File: config.mk
export PLATFORM = sky130hd
export DESIGN_NAME = uart_rx_os
export DESIGN_NICKNAME = d
export VERILOG_FILES = /design/src/rtl/uart_pkg.sv /design/src/rtl/uart_os_tick_gen.sv /design/src/rtl/uart_rx_os.sv
export SDC_FILE = /design/constraint.sdc
export NUM_CORES = 1
export LEC_CHECK = 0
export BUFFER_PORTS_ARGS = -buffer_cell sky130_fd_sc_hd__buf_2
export CAP_MARGIN = 30
export CORE_ASPECT_RATIO = 1.1
export CORE_MARGIN = 2
export CORE_UTILIZATION = 53
export DETAILED_ROUTE_END_ITERATION = 8
export PLACE_DENSITY = 0.75
export SLEW_MARGIN = 15
export SYNTH_ARGS = -nofsm -noshare
export SYNTH_HDL_FRONTEND = slang
export SYNTH_SLANG_ARGS = --single-unit
export TNS_END_PERCENT = 10
File: constraint.sdc
create_clock -name clk -period 2.9 [get_ports clk]
set_input_delay 0.58 -clock clk [delete_from_list [all_inputs] [get_ports clk]]
set_output_delay 0.58 -clock clk [all_outputs]
set_load 0.01 [all_outputs]
File: src/rtl/uart_pkg.sv
// Shared UART receiver definitions: FSM state encoding and parity mode codes.
package uart_pkg;

    typedef enum logic [2:0] {
        ST_IDLE,
        ST_START,
        ST_DATA,
        ST_PARITY,
        ST_STOP1,
        ST_STOP2,
        ST_BREAK_WAIT
    } rx_state_t;

    localparam logic [1:0] PAR_NONE = 2'b00;
    localparam logic [1:0] PAR_EVEN = 2'b01;
    localparam logic [1:0] PAR_ODD  = 2'b10;

    function automatic logic parity_enabled(input logic [1:0] mode);
        return (mode == PAR_EVEN) || (mode == PAR_ODD);
    endfunction

endpackage

File: src/rtl/uart_os_tick_gen.sv
// Oversample tick generator: one-clk pulse every max(div,1) clks, realigned by restart.
module uart_os_tick_gen #(
    parameter int DIV_W = 16
) (
    input  logic             clk,
    input  logic             reset,
    input  logic             restart,
    input  logic [DIV_W-1:0] div,
    output logic             os_tick
);

    logic [DIV_W-1:0] r_cnt;
    logic [DIV_W-1:0] w_last;

    assign w_last  = (div == '0) ? '0 : div - DIV_W'(1);
    // >= keeps the period bounded if div shrinks below the running count
    assign os_tick = (r_cnt >= w_last);

    always_ff @(posedge clk) begin
        if (reset || restart)
            r_cnt <= '0;
        else if (os_tick)
            r_cnt <= '0;
        else
            r_cnt <= r_cnt + DIV_W'(1);
    end

endmodule

File: src/rtl/uart_rx_os.sv
// Oversampling UART receiver with parity, 1/2 stop bits, break detect and
// a single-entry valid/ready output register.
module uart_rx_os
    import uart_pkg::*;
#(
    parameter int DATA_W = 8,
    parameter int OS     = 16,
    parameter int DIV_W  = 16
) (
    input  logic              clk,
    input  logic              reset,
    input  logic              rx_in,
    input  logic [DIV_W-1:0]  div,
    input  logic [1:0]        parity_mode,
    input  logic              stop2,
    output logic [DATA_W-1:0] rx_data,
    output logic              rx_valid,
    input  logic              rx_ready,
    output logic              parity_error,
    output logic              framing_error,
    output logic              overrun,
    output logic              break_det
);

    localparam int OSC_W = $clog2(OS);
    localparam int BIT_W = $clog2(DATA_W);
    localparam logic [OSC_W-1:0] HALF_M1 = OSC_W'(OS / 2 - 1);
    localparam logic [OSC_W-1:0] FULL_M1 = OSC_W'(OS - 1);
    localparam logic [BIT_W-1:0] LAST_BIT = BIT_W'(DATA_W - 1);

    logic              r_sync1, r_sync2, r_rx_prev;
    rx_state_t         r_state;
    logic [OSC_W-1:0]  r_os_cnt;
    logic [BIT_W-1:0]  r_bit_idx;
    logic [DATA_W-1:0] r_shift;
    logic              r_par_acc, r_all_zero;
    logic              r_par_en, r_par_odd, r_stop2;
    logic [DIV_W-1:0]  r_div;
    logic [DATA_W-1:0] r_rx_data;
    logic              r_rx_valid, r_parity_error, r_framing_error, r_overrun, r_break_det;

    logic w_rx, w_fall, w_restart, w_tick, w_sample, w_word_done, w_new_perr;

    always_ff @(posedge clk) begin
        if (reset) begin
            r_sync1   <= 1'b1;
            r_sync2   <= 1'b1;
            r_rx_prev <= 1'b1;
        end else begin
            r_sync1   <= rx_in;
            r_sync2   <= r_sync1;
            r_rx_prev <= r_sync2;
        end
    end

    assign w_rx        = r_sync2;
    assign w_fall      = r_rx_prev & ~w_rx;
    assign w_restart   = (r_state == ST_IDLE) && w_fall;
    assign w_sample    = w_tick && ((r_state == ST_START) ? (r_os_cnt == HALF_M1)
                                                          : (r_os_cnt == FULL_M1));
    assign w_word_done = w_sample && w_rx &&
                         (((r_state == ST_STOP1) && !r_stop2) || (r_state == ST_STOP2));
    // accumulator holds XOR of data and parity bit; odd mode expects it set
    assign w_new_perr  = r_par_en & (r_par_acc ^ r_par_odd);

    uart_os_tick_gen #(.DIV_W(DIV_W)) u_tick (
        .clk     (clk),
        .reset   (reset),
        .restart (w_restart),
        .div     (r_div),
        .os_tick (w_tick)
    );

    always_ff @(posedge clk) begin
        if (reset) begin
            r_state         <= ST_IDLE;
            r_os_cnt        <= '0;
            r_bit_idx       <= '0;
            r_shift         <= '0;
            r_par_acc       <= 1'b0;
            r_all_zero      <= 1'b0;
            r_par_en        <= 1'b0;
            r_par_odd       <= 1'b0;
            r_stop2         <= 1'b0;
            r_div           <= '0;
            r_rx_data       <= '0;
            r_rx_valid      <= 1'b0;
            r_parity_error  <= 1'b0;
            r_framing_error <= 1'b0;
            r_overrun       <= 1'b0;
            r_break_det     <= 1'b0;
        end else begin
            r_framing_error <= 1'b0;
            r_overrun       <= 1'b0;
            r_break_det     <= 1'b0;

            if (w_tick)
                r_os_cnt <= w_sample ? '0 : r_os_cnt + OSC_W'(1);

            case (r_state)
                ST_IDLE: begin
                    r_os_cnt <= '0;
                    if (w_fall) begin
                        r_state    <= ST_START;
                        r_bit_idx  <= '0;
                        r_par_acc  <= 1'b0;
                        r_all_zero <= 1'b1;
                        r_par_en   <= parity_enabled(parity_mode);
                        r_par_odd  <= (parity_mode == PAR_ODD);
                        r_stop2    <= stop2;
                        r_div      <= div;
                    end
                end
                ST_START:
                    if (w_sample) r_state <= w_rx ? ST_IDLE : ST_DATA;
                ST_DATA:
                    if (w_sample) begin
                        r_shift    <= {w_rx, r_shift[DATA_W-1:1]};
                        r_par_acc  <= r_par_acc ^ w_rx;
                        r_all_zero <= r_all_zero & ~w_rx;
                        if (r_bit_idx == LAST_BIT)
                            r_state <= r_par_en ? ST_PARITY : ST_STOP1;
                        else
                            r_bit_idx <= r_bit_idx + BIT_W'(1);
                    end
                ST_PARITY:
                    if (w_sample) begin
                        r_par_acc  <= r_par_acc ^ w_rx;
                        r_all_zero <= r_all_zero & ~w_rx;
                        r_state    <= ST_STOP1;
                    end
                ST_STOP1:
                    if (w_sample) begin
                        if (!w_rx && r_all_zero) begin
                            r_break_det <= 1'b1;
                            r_state     <= ST_BREAK_WAIT;
                        end else if (!w_rx) begin
                            r_framing_error <= 1'b1;
                            r_state         <= ST_IDLE;
                        end else begin
                            r_state <= r_stop2 ? ST_STOP2 : ST_IDLE;
                        end
                    end
                ST_STOP2:
                    if (w_sample) begin
                        r_framing_error <= ~w_rx;
                        r_state         <= ST_IDLE;
                    end
                ST_BREAK_WAIT:
                    if (w_rx) r_state <= ST_IDLE;
                default:
                    r_state <= ST_IDLE;
            endcase

            // an unconsumed word wins over a completing one unless it is taken this clk
            if (w_word_done) begin
                if (r_rx_valid && !rx_ready) begin
                    r_overrun <= 1'b1;
                end else begin
                    r_rx_valid     <= 1'b1;
                    r_rx_data      <= r_shift;
                    r_parity_error <= w_new_perr;
                end
            end else if (r_rx_valid && rx_ready) begin
                r_rx_valid <= 1'b0;
            end
        end
    end

    assign rx_data       = r_rx_data;
    assign rx_valid      = r_rx_valid;
    assign parity_error  = r_parity_error;
    assign framing_error = r_framing_error;
    assign overrun       = r_overrun;
    assign break_det     = r_break_det;

endmodule

==> metrics.md <==
| Metric | Value |
|---|---|
| Status | `finished with violations` |
| Failing checks | `negative setup slack` |
| Die outline width | `83.99 um` |
| Mux cell area share after synthesis | `6.307%` |
| Later-pin clock latency in the skew report | `0.36 ns` |
| Fmax | `304.4 MHz` |
| HP Class | `input pin to flop` |
| Slew Viols, Final | `0` |
| Post-synth EDFFs | `0` |
| Core area | `6927 um2` |
| Total track usage | `22.69%` |
| Largest family of logic cells by synthesized area | `simple AND/OR/NAND/NOR gates` |
| Syn_area_per_cell | `8.535 um2` |
| Nets | `548` |
| Post-Synth Simple-Gate Area | `26.94%` |
| Worst Path Arrival | `3.57 ns` |
| Netlist Area Pre-Place | `3730 um2` |
| Ant. Diodes | `0` |
| Die area | `7725 um2` |
| Relative slew slack | `64.41%` |
| Worst r2r dst | `r_shift[6]` |
| Req. time, crit path | `3.18 ns` |
| FFs w/ async S/R, synth | `0%` |
| Sequential fraction of the synthesis area | `38.11%` |
| Final Cell Area | `4533 um2` |
| CP Class | `flop to flop` |
| Synth Register Bits | `71` |
| Worst-Margin Slew | `0.5331 ns` |
| Tcrit/Tclk final | `113.3%` |
| Residual DRC count | `0` |
| Syn_nets | `483` |
| RSZ-0062 raised after global routing | `yes` |
| Root Driver | `clkbuf_8` |
| Vias in the first global route | `3,149` |
| Cell Pwr Density | `494.6 nW/um2` |
| DRT Wirelength | `8232 um` |
| CTS tree | `done` |
| ANT nets after route | `0` |
| Final hold violations | `0` |
| Area after DPL | `4230 um2` |
| Setup ws final | `-0.3854 ns` |
| Hold slack | `0.4037 ns` |
| Core Rows | `32` |
| Fin Clk Skew | `0.01133 ns` |
| Compound-Gate Fraction of Synth Area | `11.00%` |
| CTS Buf Count | `9` |
| Top_reg_cell synth | `dfxtp_1` |
| Synth warn | `0` |
| Layout cells sized above 1 | `22.88%` |
| Antenna violations before repair | `0` |
| Num ports | `36` |
| Setup crit start kind | `flop` |
| Via count | `3,218` |
| Final setup viols | `49` |
| Worst VDD drop | `387.2 uV` |
| Area Growth Syn to Fin | `21.54%` |
| Hold path endpoint | `r_sync1` |
| Initial Util | `53.85%` |
| Min-delay src | `rx_in` |
| Clock net sink count | `71` |
| Htree depth | `3` |
| Global-route wire length before repair | `14,090 um` |
| R2r startpoint | `r_div[3]` |
| Max_cap viols | `0` |
| First-pass DRT Iterations | `5` |
| Final GP Congestion | `0.8545` |
| Die height | `91.99 um` |
| Vias per cell | `5.436` |
| Largest net degree at the start of global routing | `36` |
| Synth Instances | `437` |
| Overflow after GRT | `0` |
| Clk slew on worst S/H paths | `0.09 ns` |
| Worst R2R Setup Slack | `-0.39 ns` |
| Minimum clock period | `3.285 ns` |
| Hold Path Depth | `2` |
| Worst r2r path cells | `15` |
| Buffers on Ports | `35` |
| Post-Synth XOR/XNOR Area | `6.340%` |
| Maximum buffer depth of the clock tree | `2` |
| Adder-cell share of the synthesized area | `7.716%` |
| Initial DRC count | `93` |
| Leak | `1.878 nW` |
| Endpoint class of the critical path | `flop` |
| Library cells used by synthesis | `58` |
| DPL Wire Length | `5882 um` |
| Crit path max fanout | `7` |
| Post-DR wirelength/cell | `13.91 um` |
==> critical path, stage by stage, from the launching register on <==
cell and delay, ns:
dfxtp_1 0.35, nor4_4 0.26, nand2_1 0.11, or4_4 0.48, nor3_4 0.14, xor2_1 0.15
nand2_1 0.10, ha_4 0.28, nand4_1 0.15, buf_4 0.20, nor2_4 0.12, nand3b_2 0.14
buf_4 0.18, a31oi_4 0.19, buf_12 0.16, mux2i_1 0.20
==> cell families (layout without fill, tap and decap cells) <==
family,after synthesis,in the layout
mux,23,23
compound gates,64,64
fa+ha+maj,23,23
buf+inv,33,103
xor+xnor,27,27
flops,71,71
simple gates,196,196
==> flip-flops by register name, indices dropped and copies added, names as in the netlist, 3 cells and up <==
register	flops
r_os_cnt	4
rx_data	8
r_state	3
r_div	16
r_bit_idx	3
r_shift	8
u_tick.r_cnt	16
==> worst max-delay path by stage <==
stage | start | endpoint | slack (ns) | cells after the start
final | r_div[3] | r_shift[6] | -0.39 | 15
after global routing | r_div[2] | r_os_cnt[2] | -0.61 | 15
after CTS | r_div[2] | r_shift[6] | -0.37 | 15
after detailed placement | r_div[9] | rx_data[2] | -0.50 | 13
after global placement | r_div[2] | r_shift[1] | -0.37 | 14
after floorplan | r_div[2] | r_shift[7] | -0.20 | 13
==> synth_stat cells, types with 13 or more instances <==
cell,n,area (um2)
inv_1,16,60.06
nor2_1,32,120.1
nand2b_1,24,150.1
mux2i_1,21,210.2
xnor2_1,13,113.9
nand3_1,14,70.07
nor3_1,14,70.07
nand2_1,72,270.3
dfxtp_1,71,1421
a21oi_1,36,180.2
ha_1,23,287.8
xor2_1,14,122.6
==> repair_timing <==
action / 4_1_cts / 5_1_grt
cloned: 0 / 0
resized for setup: 12 / 5
buffers inserted: 3 / 0
pin swaps: 17 / 4
hold buffers: 0 / 0
endpoints found under the setup margin: 49 / 49
==> cells in the final DEF (no fill, tap or decap), types with 2 or more instances in the layout <==
cell	synthesis	layout
nand3b_1	3	3
o22ai_1	2	2
nor3_1	14	11
a21o_1	2	2
nor2b_1	4	4
mux2i_1	21	21
a211oi_1	2	2
buf_12	0	2
nand2b_1	24	24
buf_6	0	2
and2_1	3	3
o21ai_0	5	4
ha_1	23	22
buf_4	2	32
nor3_4	0	2
inv_1	16	16
dfxtp_1	71	70
clkinvlp_4	0	3
nand3_1	14	14
clkbuf_8	0	9
nor2_1	32	31
xor2_1	14	14
inv_6	0	3
nand4_1	7	7
or3_1	3	3
a21oi_1	36	36
xnor2_1	13	13
or4_4	1	2
and3_1	3	3
or2_2	2	2
nor3_2	3	4
nand2_1	72	72
o21ai_1	2	3
nor4_4	1	2
buf_2	2	35
==> report_power, final <==
part	internal (mW)	leakage, nW	total, mW	switching (mW)
Clock	0.325	0.0848	0.745	0.421
Sequential	0.994	0.575	1.02	0.0264
Combinational	0.226	1.22	0.477	0.251
==> routing by layer <==
layer / vias up / wire, um / global-route usage, %
li1: 1645 / - / -
met1: 1486 / 3451 / 26.19
met2: 71 / 4286 / 40.13
met3: 16 / 348 / 6.481
met4: 0 / 146 / 7.796
met5: - / 0 / 0
==> through the flow <==
step	std cells	TNS [ns]	power, mW	utilization [%]	setup slack [ns]
finish	592	-14.61	2.242	65.44	-0.3854
global route	592	-25.02	2.371	65.44	-0.6059
CTS	592	-13.78	2.252	65.03	-0.3718
detailed placement	573	-19.01	1.465	61.07	-0.4995
global placement	573	-13.31	1.450	61.07	-0.3732
floorplan	437	-4.427	1.346	-	-0.2038
==> cell type report <==
cell class | instances | area [um2]
inverters | 16 | 60.06
repair buffers | 71 | 478.0
fillers | 585 | 2394
well taps | 85 | 106.4
flip-flops and latches | 71 | 1423
clock inverters | 7 | 60.06
clock buffers | 9 | 123.9
multi-input cells | 333 | 2282
Power figures use the tool's default switching activity.
